<file path="config.mk">
export PLATFORM = sky130hd
export DESIGN_NAME = dsp_iir_sequencer
export DESIGN_NICKNAME = d
export VERILOG_FILES = /design/src/rtl/dsp_iir_sequencer_pkg.sv /design/src/rtl/dsp_iir_sequencer_mac.sv /design/src/rtl/dsp_iir_sequencer.sv
export SDC_FILE = /design/constraint.sdc
export NUM_CORES = 1
export LEC_CHECK = 0
export CORE_ASPECT_RATIO = 1.5
export CORE_UTILIZATION = 45
export DETAILED_ROUTE_END_ITERATION = 7
export HOLD_SLACK_MARGIN = 0.12
export SLEW_MARGIN = 5
export SYNTH_ARGS = -nofsm -noshare
export SYNTH_HDL_FRONTEND = slang
export SYNTH_SLANG_ARGS = --single-unit
</file>
<file path="constraint.sdc">
create_clock -name iCLK -period 11.4 [get_ports iCLK]
set_clock_uncertainty 0.05 [all_clocks]
set_input_delay 2.28 -clock iCLK [delete_from_list [all_inputs] [get_ports iCLK]]
set_output_delay 2.28 -clock iCLK [all_outputs]
set_load 0.005 [all_outputs]
</file>
<file path="src/rtl/dsp_iir_sequencer_pkg.sv">
// Shared types, constants and the round/saturate helper for the
// time-multiplexed biquad IIR sequencer.
//   sample_t    : default-width signed sample/coefficient
//   coef_idx_e  : coefficient slot / tap index (b0, b1, b2, a1, a2)
//   state_e     : sequencer FSM states
//   sat_round() : round-half-up, arithmetic shift by frac, clamp to width bits
package dsp_iir_sequencer_pkg;

  localparam int WS_DEFAULT   = 16;
  localparam int EWS_DEFAULT  = 40;
  localparam int FRAC_DEFAULT = 8;
  localparam int UNITY_COEF   = 1 << FRAC_DEFAULT;
  localparam int NUM_TAPS     = 5;

  typedef logic signed [WS_DEFAULT-1:0] sample_t;

  typedef enum logic [2:0] {
    B0 = 3'd0,
    B1 = 3'd1,
    B2 = 3'd2,
    A1 = 3'd3,
    A2 = 3'd4
  } coef_idx_e;

  typedef enum logic [1:0] {
    IDLE = 2'd0,
    MAC  = 2'd1,
    OUT  = 2'd2
  } state_e;

  // Works on a 64-bit sign-extended accumulator so any legal width can use it;
  // the caller truncates the clamped result to its sample width.
  function automatic logic signed [63:0] sat_round(
    input logic signed [63:0] acc,
    input int unsigned        frac,
    input int unsigned        width
  );
    logic signed [63:0] rounded;
    logic signed [63:0] max_v;
    logic signed [63:0] min_v;
    rounded = (acc + (64'sd1 <<< (frac - 1))) >>> frac;
    max_v   = (64'sd1 <<< (width - 1)) - 64'sd1;
    min_v   = -(64'sd1 <<< (width - 1));
    if (rounded > max_v)      sat_round = max_v;
    else if (rounded < min_v) sat_round = min_v;
    else                      sat_round = rounded;
  endfunction

endpackage

</file>
<file path="src/rtl/dsp_iir_sequencer_mac.sv">
// Shared signed multiply-accumulate unit: one ws x ws product per cycle,
// optionally negated, sign-extended and added into an ews-bit accumulator.
//   clk, rst_n : clock, asynchronous active-low reset
//   clr        : zero the accumulator (wins over en)
//   en         : accumulate one product this cycle
//   neg        : subtract the product instead of adding it
//   coef, operand : signed multiplicands
//   acc        : running signed accumulator
module dsp_iir_sequencer_mac #(
  parameter int ws  = 16,
  parameter int ews = 40
) (
  input  logic                  clk,
  input  logic                  rst_n,
  input  logic                  clr,
  input  logic                  en,
  input  logic                  neg,
  input  logic signed [ws-1:0]  coef,
  input  logic signed [ws-1:0]  operand,
  output logic signed [ews-1:0] acc
);

  logic signed [2*ws-1:0] prod;
  logic signed [ews-1:0]  prod_ext;
  logic signed [ews-1:0]  term;

  always_comb begin
    prod     = (2*ws)'(coef) * (2*ws)'(operand);
    prod_ext = ews'(prod);
    term     = neg ? -prod_ext : prod_ext;
  end

  always_ff @(posedge clk or negedge rst_n) begin
    if (!rst_n)   acc <= '0;
    else if (clr) acc <= '0;
    else if (en)  acc <= acc + term;
  end

endmodule

</file>
<file path="src/rtl/dsp_iir_sequencer.sv">
// Time-multiplexed biquad IIR:
//   y[n] = (b0*x[n] + b1*x[n-1] + b2*x[n-2] - a1*y[n-1] - a2*y[n-2]) >> FRAC
// with rounding and saturation, using one shared MAC over five tap cycles.
// Ports:
//   iCLK, iRST_N               : clock, asynchronous active-low reset
//   iIn/iInValid/oInReady      : sample input handshake
//   oOut/oOutValid/iOutReady   : registered result handshake
//   iCoefWe/iCoefAddr/iCoefData: shadow coefficient write (0=b0..4=a2)
//   iBypass                    : output the input sample, same timing
//   iClear                     : synchronous clear of x1, x2, y1, y2
import dsp_iir_sequencer_pkg::*;

module dsp_iir_sequencer #(
  parameter int ws   = WS_DEFAULT,
  parameter int ews  = EWS_DEFAULT,
  parameter int FRAC = FRAC_DEFAULT
) (
  input  logic                 iCLK,
  input  logic                 iRST_N,
  input  logic signed [ws-1:0] iIn,
  input  logic                 iInValid,
  output logic                 oInReady,
  output logic signed [ws-1:0] oOut,
  output logic                 oOutValid,
  input  logic                 iOutReady,
  input  logic                 iCoefWe,
  input  logic [2:0]           iCoefAddr,
  input  logic signed [ws-1:0] iCoefData,
  input  logic                 iBypass,
  input  logic                 iClear
);

  localparam logic signed [ws-1:0] UNITY = ws'(1) << FRAC;
  localparam logic [2:0]           DRAIN = 3'(NUM_TAPS);

  state_e                state, state_next;
  logic [2:0]            tap;
  logic signed [ws-1:0]  x0, x1, x2, y1, y2;
  logic                  bypass;
  logic signed [ws-1:0]  shadow_coef [NUM_TAPS];
  logic signed [ws-1:0]  active_coef [NUM_TAPS];

  logic                  mac_clr, mac_en, mac_neg;
  logic signed [ws-1:0]  coef_sel, operand_sel;
  logic signed [ews-1:0] acc;
  logic signed [ws-1:0]  result;

  dsp_iir_sequencer_mac #(.ws(ws), .ews(ews)) u_mac (
    .clk    (iCLK),
    .rst_n  (iRST_N),
    .clr    (mac_clr),
    .en     (mac_en),
    .neg    (mac_neg),
    .coef   (coef_sel),
    .operand(operand_sel),
    .acc    (acc)
  );

  // Taps 0..4 accumulate; tap 5 is a drain cycle so the result is formed
  // from the completed accumulator on the MAC->OUT edge.
  always_comb begin
    state_next  = state;
    mac_clr     = 1'b0;
    mac_en      = 1'b0;
    mac_neg     = (tap >= 3'(A1));
    oInReady    = 1'b0;
    coef_sel    = '0;
    operand_sel = '0;
    case (state)
      IDLE: begin
        oInReady = 1'b1;
        if (iInValid) begin
          state_next = MAC;
          mac_clr    = 1'b1;
        end
      end
      MAC: begin
        if (tap == DRAIN) state_next = OUT;
        else              mac_en     = 1'b1;
      end
      OUT: begin
        if (iOutReady) state_next = IDLE;
      end
      default: state_next = IDLE;
    endcase
    if (tap < DRAIN) coef_sel = active_coef[tap];
    case (tap)
      B0:      operand_sel = x0;
      B1:      operand_sel = x1;
      B2:      operand_sel = x2;
      A1:      operand_sel = y1;
      A2:      operand_sel = y2;
      default: operand_sel = '0;
    endcase
    result = bypass ? x0 : ws'(sat_round(64'(acc), FRAC, ws));
  end

  always_ff @(posedge iCLK or negedge iRST_N) begin
    if (!iRST_N) begin
      state     <= IDLE;
      tap       <= '0;
      x0        <= '0;
      x1        <= '0;
      x2        <= '0;
      y1        <= '0;
      y2        <= '0;
      bypass    <= 1'b0;
      oOut      <= '0;
      oOutValid <= 1'b0;
      for (int unsigned i = 0; i < NUM_TAPS; i++) begin
        shadow_coef[i] <= (i == 0) ? UNITY : '0;
        active_coef[i] <= (i == 0) ? UNITY : '0;
      end
    end else begin
      state <= state_next;
      if (iCoefWe && iCoefAddr <= 3'(A2))
        shadow_coef[iCoefAddr] <= iCoefData;
      case (state)
        IDLE: begin
          if (iInValid) begin
            x0     <= iIn;
            bypass <= iBypass;
            tap    <= '0;
            for (int unsigned i = 0; i < NUM_TAPS; i++)
              active_coef[i] <= shadow_coef[i];
          end
        end
        MAC: begin
          if (tap == DRAIN) begin
            oOut      <= result;
            oOutValid <= 1'b1;
            x2        <= x1;
            x1        <= x0;
            y2        <= y1;
            y1        <= result;
          end else begin
            tap <= tap + 3'd1;
          end
        end
        OUT: begin
          if (iOutReady) oOutValid <= 1'b0;
        end
        default: ;
      endcase
      // Clear overrides the history shift above.
      if (iClear) begin
        x1 <= '0;
        x2 <= '0;
        y1 <= '0;
        y2 <= '0;
      end
    end
  end

endmodule

</file>
==> metrics, run 1 <==
number of vias per cell 5.582; number of storage elements in the synthesis netlist slightly above 300; Cell variety after synth 82; Detailed Routing Iterations Pass 1 6; critical path class flip-flop to flip-flop; clock latency of the later-clocked register in the worst-skew pair 0.60 ns; post-synthesis instance area 26110 sq um; total gr overflow 0; net count reported at finish 3357; CP Data Required Time 11.84 ns; number of global-route vias before repair 22090; Crit. End Element flip-flop; Critical Path AT 11.26 ns; total track usage 0.2733; Slowest Stage Delay on Critical Path 0.55 ns; sequential cell area fraction in the yosys report 0.2905; pin count of the biggest net entering global routing 94; half-perimeter wire length after placement around 63000 um; peak clock frequency supported by timing 92.42 MHz; hold_buf cts 0; maximum net fanout on the critical path 16; Worst R2R Setup Slack 0.58 ns; floorplan die width between 150 and 200 um; placed cell count 3646; Mapped Nets 3184; most common cell after layout, fill and taps aside sky130_fd_sc_hd__inv_1; DRC 0; count of buffers inserted at the top-level ports 59; min-delay src oOut[9]; Top Ports 60; average footprint of a synthesized cell 9.501 sq um; diodes inserted 0; count of warnings emitted by yosys 0; final design area excluding fillers 29890 sq um; flip-flop and latch area between 7000 and 8000 sq um; worst-case headroom to the max-slew limit 0.2584; cell repeated most along the worst path sky130_fd_sc_hd__buf_4; count of non-filler cells in the finished layout 3704; Synth area leaders sky130_fd_sc_hd__dfrtp_1 29%, sky130_fd_sc_hd__fa_1 20%, sky130_fd_sc_hd__mux2_2 8.2%; startpoint types flip-flop; fill cell total of the finished layout around 5300; Initial Util 0.4578; global-route wire length before repair 123500 um; transition at the pin with the smallest max-transition slack 1.103 ns; Cells after Synth 2748; fraction of the cycle the final worst path needs 0.9491; post-detailed-placement cell area 28760 sq um; post-synthesis cell type with the largest combined area sky130_fd_sc_hd__dfrtp_1; FFs w/ async S/R, synth 1.000; total number of vias 20680; residual antenna-violating net count after detailed routing 0; maximum clock path buffer count 3; final slew viol count 0; startpoint of the lowest-slack register-to-register path tap[1]; post-synth top area share 0.2885; routed wirelength normalized by instance count 21.17 um; worst reg2reg endpoint u_mac.acc[39]; detailed-route wire length ~78000 um; multi-input logic area around 17000 sq um; root cell of the clock tree sky130_fd_sc_hd__clkbuf_16; hold crit path type flip-flop to flip-flop; Area growth syn-to-layout 14.49%; depth of the worst hold-timing path 2; result of the run complete, no violations; initial antenna violation count 0; top library cells by usage in the layout, fill and taps aside 355 x sky130_fd_sc_hd__inv_1, 337 x sky130_fd_sc_hd__nand2_1, 299 x sky130_fd_sc_hd__dfrtp_1; die area between 50000 and 60000 sq um; total clock buffers created by CTS 31; number of setup violations in the final report 0; end of the worst hold path oOut[9]; First DRT Iteration DRCs 1231; share of final-layout standard cells stronger than drive strength 1 0.1690; row cnt around 110; number of cells on the worst reg-to-reg path 45; total number of clock tree sinks 303; die height roughly 300 um; final hold violation count 0; Post-synth EDFFs 0; CTS tree done; global placement routability congestion 0.9812; minimum period implied by the final worst setup slack around 11 ns; count of H-tree levels built during CTS 1; area inside the core boundary 57030 sq um; number of max-cap violations 0; Slowest-stage cell, CP sky130_fd_sc_hd__fa_1; clock-pin slew of the registers on the worst-case setup and hold paths 0.07 ns; flip-flop cell with the highest count after synthesis sky130_fd_sc_hd__dfrtp_1
==> critical path: cells and delay by family, from the launching register on <==
family                     cells  cell delay, ns
AOI/OAI and AO/OA             17            3.58
xor gates and xnor gates       1            0.20
adders and majority gates      9            3.99
buffers and inverters         10            1.51
DFF                            1            0.41
and+or+nand+nor                8            0.96
==> per-layer routing <==
layer | vias up | part of all wire | track usage
met5 | - | 0 | 0
met4 | 0 | 0.061 | 0.1440
met3 | 229 | 0.039 | 0.02880
met2 | 598 | 0.53 | 0.5011
met1 | 10450 | 0.37 | 0.3072
li1 | 9402 | - | -
==> cells in the mapped netlist, types with 15 or more instances <==
cell,instances
sky130_fd_sc_hd__dfrtp_1,301
sky130_fd_sc_hd__o21ai_0,109
sky130_fd_sc_hd__a22oi_1,22
sky130_fd_sc_hd__nand3_1,43
sky130_fd_sc_hd__nand2b_1,39
sky130_fd_sc_hd__nor2_1,243
sky130_fd_sc_hd__nor3_1,25
sky130_fd_sc_hd__o21a_1,36
sky130_fd_sc_hd__xnor2_1,59
sky130_fd_sc_hd__fa_1,263
sky130_fd_sc_hd__mux2i_1,15
sky130_fd_sc_hd__mux2_2,191
sky130_fd_sc_hd__clkbuf_1,103
sky130_fd_sc_hd__a21o_1,30
sky130_fd_sc_hd__ha_1,131
sky130_fd_sc_hd__nand2_1,337
sky130_fd_sc_hd__a21oi_1,135
sky130_fd_sc_hd__inv_1,355
sky130_fd_sc_hd__xor2_1,48
==> timing repair <==
action                                  CTS  global route
gates resized for setup                   0            23
buffers inserted                          0             5
endpoints found under the setup margin    0             8
==> how the worst max path moves through the flow <==
stage                               end  slack (ns)   start
after floorplan           u_mac.acc[39]        0.58  tap[1]
after global placement    u_mac.acc[39]        0.31  tap[1]
after detailed placement  u_mac.acc[39]        0.19  tap[1]
after CTS                 u_mac.acc[39]        0.19  tap[1]
after global routing      u_mac.acc[36]       -0.01  tap[0]
final                     u_mac.acc[39]        0.58  tap[1]
==> registers in the layout, indices dropped and copies added (netlist names) <==
name / flops
active_coef: 80
x0: 16
y2: 16
oOutValid: 1
tap: 3
x2: 16
oOut: 16
shadow_coef: 80
y1: 16
state: 2
bypass: 1
u_mac.acc: 40
x1: 16
==> kinds of logic (layout without fill, tap and decap cells) <==
family,count (synthesis),in the layout,share of synthesized area
AOI/OAI and AO/OA,476,476,0.1164
adders and majority gates,394,394,0.2644
muxes,209,209,0.09071
DFF,303,303,0.2905
xor gates and xnor gates,107,107,0.03589
buffers and inverters,466,659,0.06742
and+or+nand+nor,793,793,0.1347
==> final cells by class <==
cell class,instances,share of cell area
multi-input combinational,1979,0.5656
timing repair buffer,250,0.07036
clock buffer,39,0.02829
inverter,356,0.04470
clock inverter,14,0.005274
tap,763,0.03194
sequential,303,0.2538
==> metrics by stage <==
stage	worst slack [ns]	util	hold slack, ns	setup TNS, ns
floorplan	0.5778	-	0.4063	0
global placement	0.3134	0.5043	0.4203	0
detailed placement	0.1851	0.5043	0.4239	0
CTS	0.1887	0.5219	0.4386	0
global route	-0.01232	0.5242	0.4591	-0.01232
finish	0.5803	0.5242	0.4363	0
Power of run 1 is left out: the tool's default activity adds up to more than one toggle a clock period on the data nets, which glitch-free logic cannot reach.
==> inputs of run 2 (changes only) <==
- clock period: 11.4 -> 10.3 ns (I/O delays scaled with it)
==> metrics, run 2 (synthesis results as in run 1) <==
worst setup path start tap[1]; total gr overflow 0; Slowest-stage cell, CP sky130_fd_sc_hd__fa_2; peak clock frequency supported by timing 98.31 MHz; most common cell after layout, fill and taps aside sky130_fd_sc_hd__buf_4; count of H-tree levels built during CTS 2; Crit. End Element flip-flop; top library cells by usage in the layout, fill and taps aside 401 x sky130_fd_sc_hd__buf_4, 336 x sky130_fd_sc_hd__inv_1, 328 x sky130_fd_sc_hd__nand2_1; share of final-layout standard cells stronger than drive strength 1 0.2979; clock-pin slew of the registers on the worst-case setup and hold paths about 0.060 ns; die height 297.0 um; total number of clock tree sinks 303; Area growth syn-to-layout 28.59%; net count reported at finish 3629; total number of vias 21540; number of max-cap violations 0; pin count of the biggest net entering global routing 196; initial antenna violation count 0; clock latency of the later-clocked register in the worst-skew pair 0.57 ns; count of buffers inserted at the top-level ports 59; fraction of the cycle the final worst path needs 0.9876; CP Data Required Time roughly 11 ns; root cell of the clock tree sky130_fd_sc_hd__clkbuf_16; diodes inserted 0; maximum net fanout on the critical path 7; CTS tree done; critical path class flip-flop to flip-flop; hold crit path type flip-flop to flip-flop; setup repair after global routing missed its margin yes; Top Ports 60; result of the run complete, no violations; Largest regs active_coef x80, shadow_coef x80, u_mac.acc x40; multi-input logic area about 18000 sq um; total clock buffers created by CTS 34; half-perimeter wire length after placement 65960 um; number of setup violations in the final report 0; number of cells on the worst reg-to-reg path 51; DRC 0; maximum clock path buffer count 3; worst-case headroom to the max-slew limit 0.1888; final slew viol count 0; routed wirelength normalized by instance count 20.86 um; flip-flop and latch area approximately 7600 sq um; total track usage 0.2856; final design area excluding fillers ~34000 sq um; final hold violation count 0; global-route wire length before repair around 130000 um; post-detailed-placement cell area 30590 sq um; number of global-route vias before repair 23170; Critical Path AT 10.55 ns; row cnt 107; depth of the worst hold-timing path 1; Initial Util 0.4578; startpoint of the lowest-slack register-to-register path tap[1]; startpoint types flip-flop; min-delay src shadow_coef[78]; number of vias per cell 5.414; residual antenna-violating net count after detailed routing 0; minimum period implied by the final worst setup slack 10.17 ns; Slowest Stage Delay on Critical Path 0.58 ns; Detailed Routing Iterations Pass 1 5; fill cell total of the finished layout 4953; die area between 50000 and 60000 sq um; First DRT Iteration DRCs 1149; detailed-route wire length 83010 um; global placement routability congestion roughly 0.97; floorplan die width 198.7 um; transition at the pin with the smallest max-transition slack 1.217 ns; area inside the core boundary 57030 sq um
==> run 2: worst paths after layout <==
path	to	slack (ns)
worst min-delay path	active_coef[78]	0.42
max in group asynchronous	y2[5]	6.97
worst max-delay path	u_mac.acc[36]	0.13
worst min register to register	active_coef[78]	0.42
min in group asynchronous	shadow_coef[75]	1.46
worst max register to register	u_mac.acc[36]	0.13
==> run 2: layer usage <==
layer	global-route usage	wire (um)	vias up
met5	0	0	-
met4	0.1727	5713	0
met3	0.03005	2681	225
met2	0.5135	43710	530
met1	0.3208	30910	10850
li1	-	-	9941
==> run 2: final cells by class <==
| cell class | count | share of cell area |
|---|---|---|
| multi-input cells | 1979 | 0.5397 |
| flip-flops and latches | 303 | 0.2260 |
| repair buffers | 519 | 0.1335 |
| inverters | 356 | 0.03987 |
| well taps | 763 | 0.02843 |
| clock buffers | 46 | 0.02728 |
| clock inverters | 13 | 0.005255 |
==> run 2: worst max-delay path, delay by kind of cell (launching register included) <==
kind | cells | cell delay [ns]
compound gates | 10 | 1.77
xor+xnor | 3 | 0.52
fa+ha+maj | 9 | 3.81
buf+inv | 14 | 1.58
flops | 1 | 0.45
simple gates | 15 | 1.87
==> run 2: per-stage QoR <==
| stage | std cells | setup WS (ns) | TNS, ns | hold slack [ns] | util |
|---|---|---|---|---|---|
| after floorplan | 2748 | 0.008378 | 0 | 0.4063 | - |
| after global placement | 3864 | -0.6082 | -2.958 | 0.4145 | 0.5364 |
| after detailed placement | 3864 | -0.6897 | -3.567 | 0.4142 | 0.5364 |
| after CTS | 3945 | 0.006248 | 0 | 0.4200 | 0.5676 |
| after global routing | 3979 | -0.2503 | -0.7802 | 0.4549 | 0.5887 |
| final | 3979 | 0.1278 | 0 | 0.4228 | 0.5887 |
==> run 2: what timing repair did <==
item | in CTS | in global routing
hold endpoints to repair | 0 | 0
hold buffers | 0 | 0
setup buffers | 22 | 32
resized for setup | 107 | 212
endpoints found under the setup margin | 8 | 13
pin swaps | 65 | 170
gates cloned | 0 | 2
Power of run 2 is left out for the same reason.
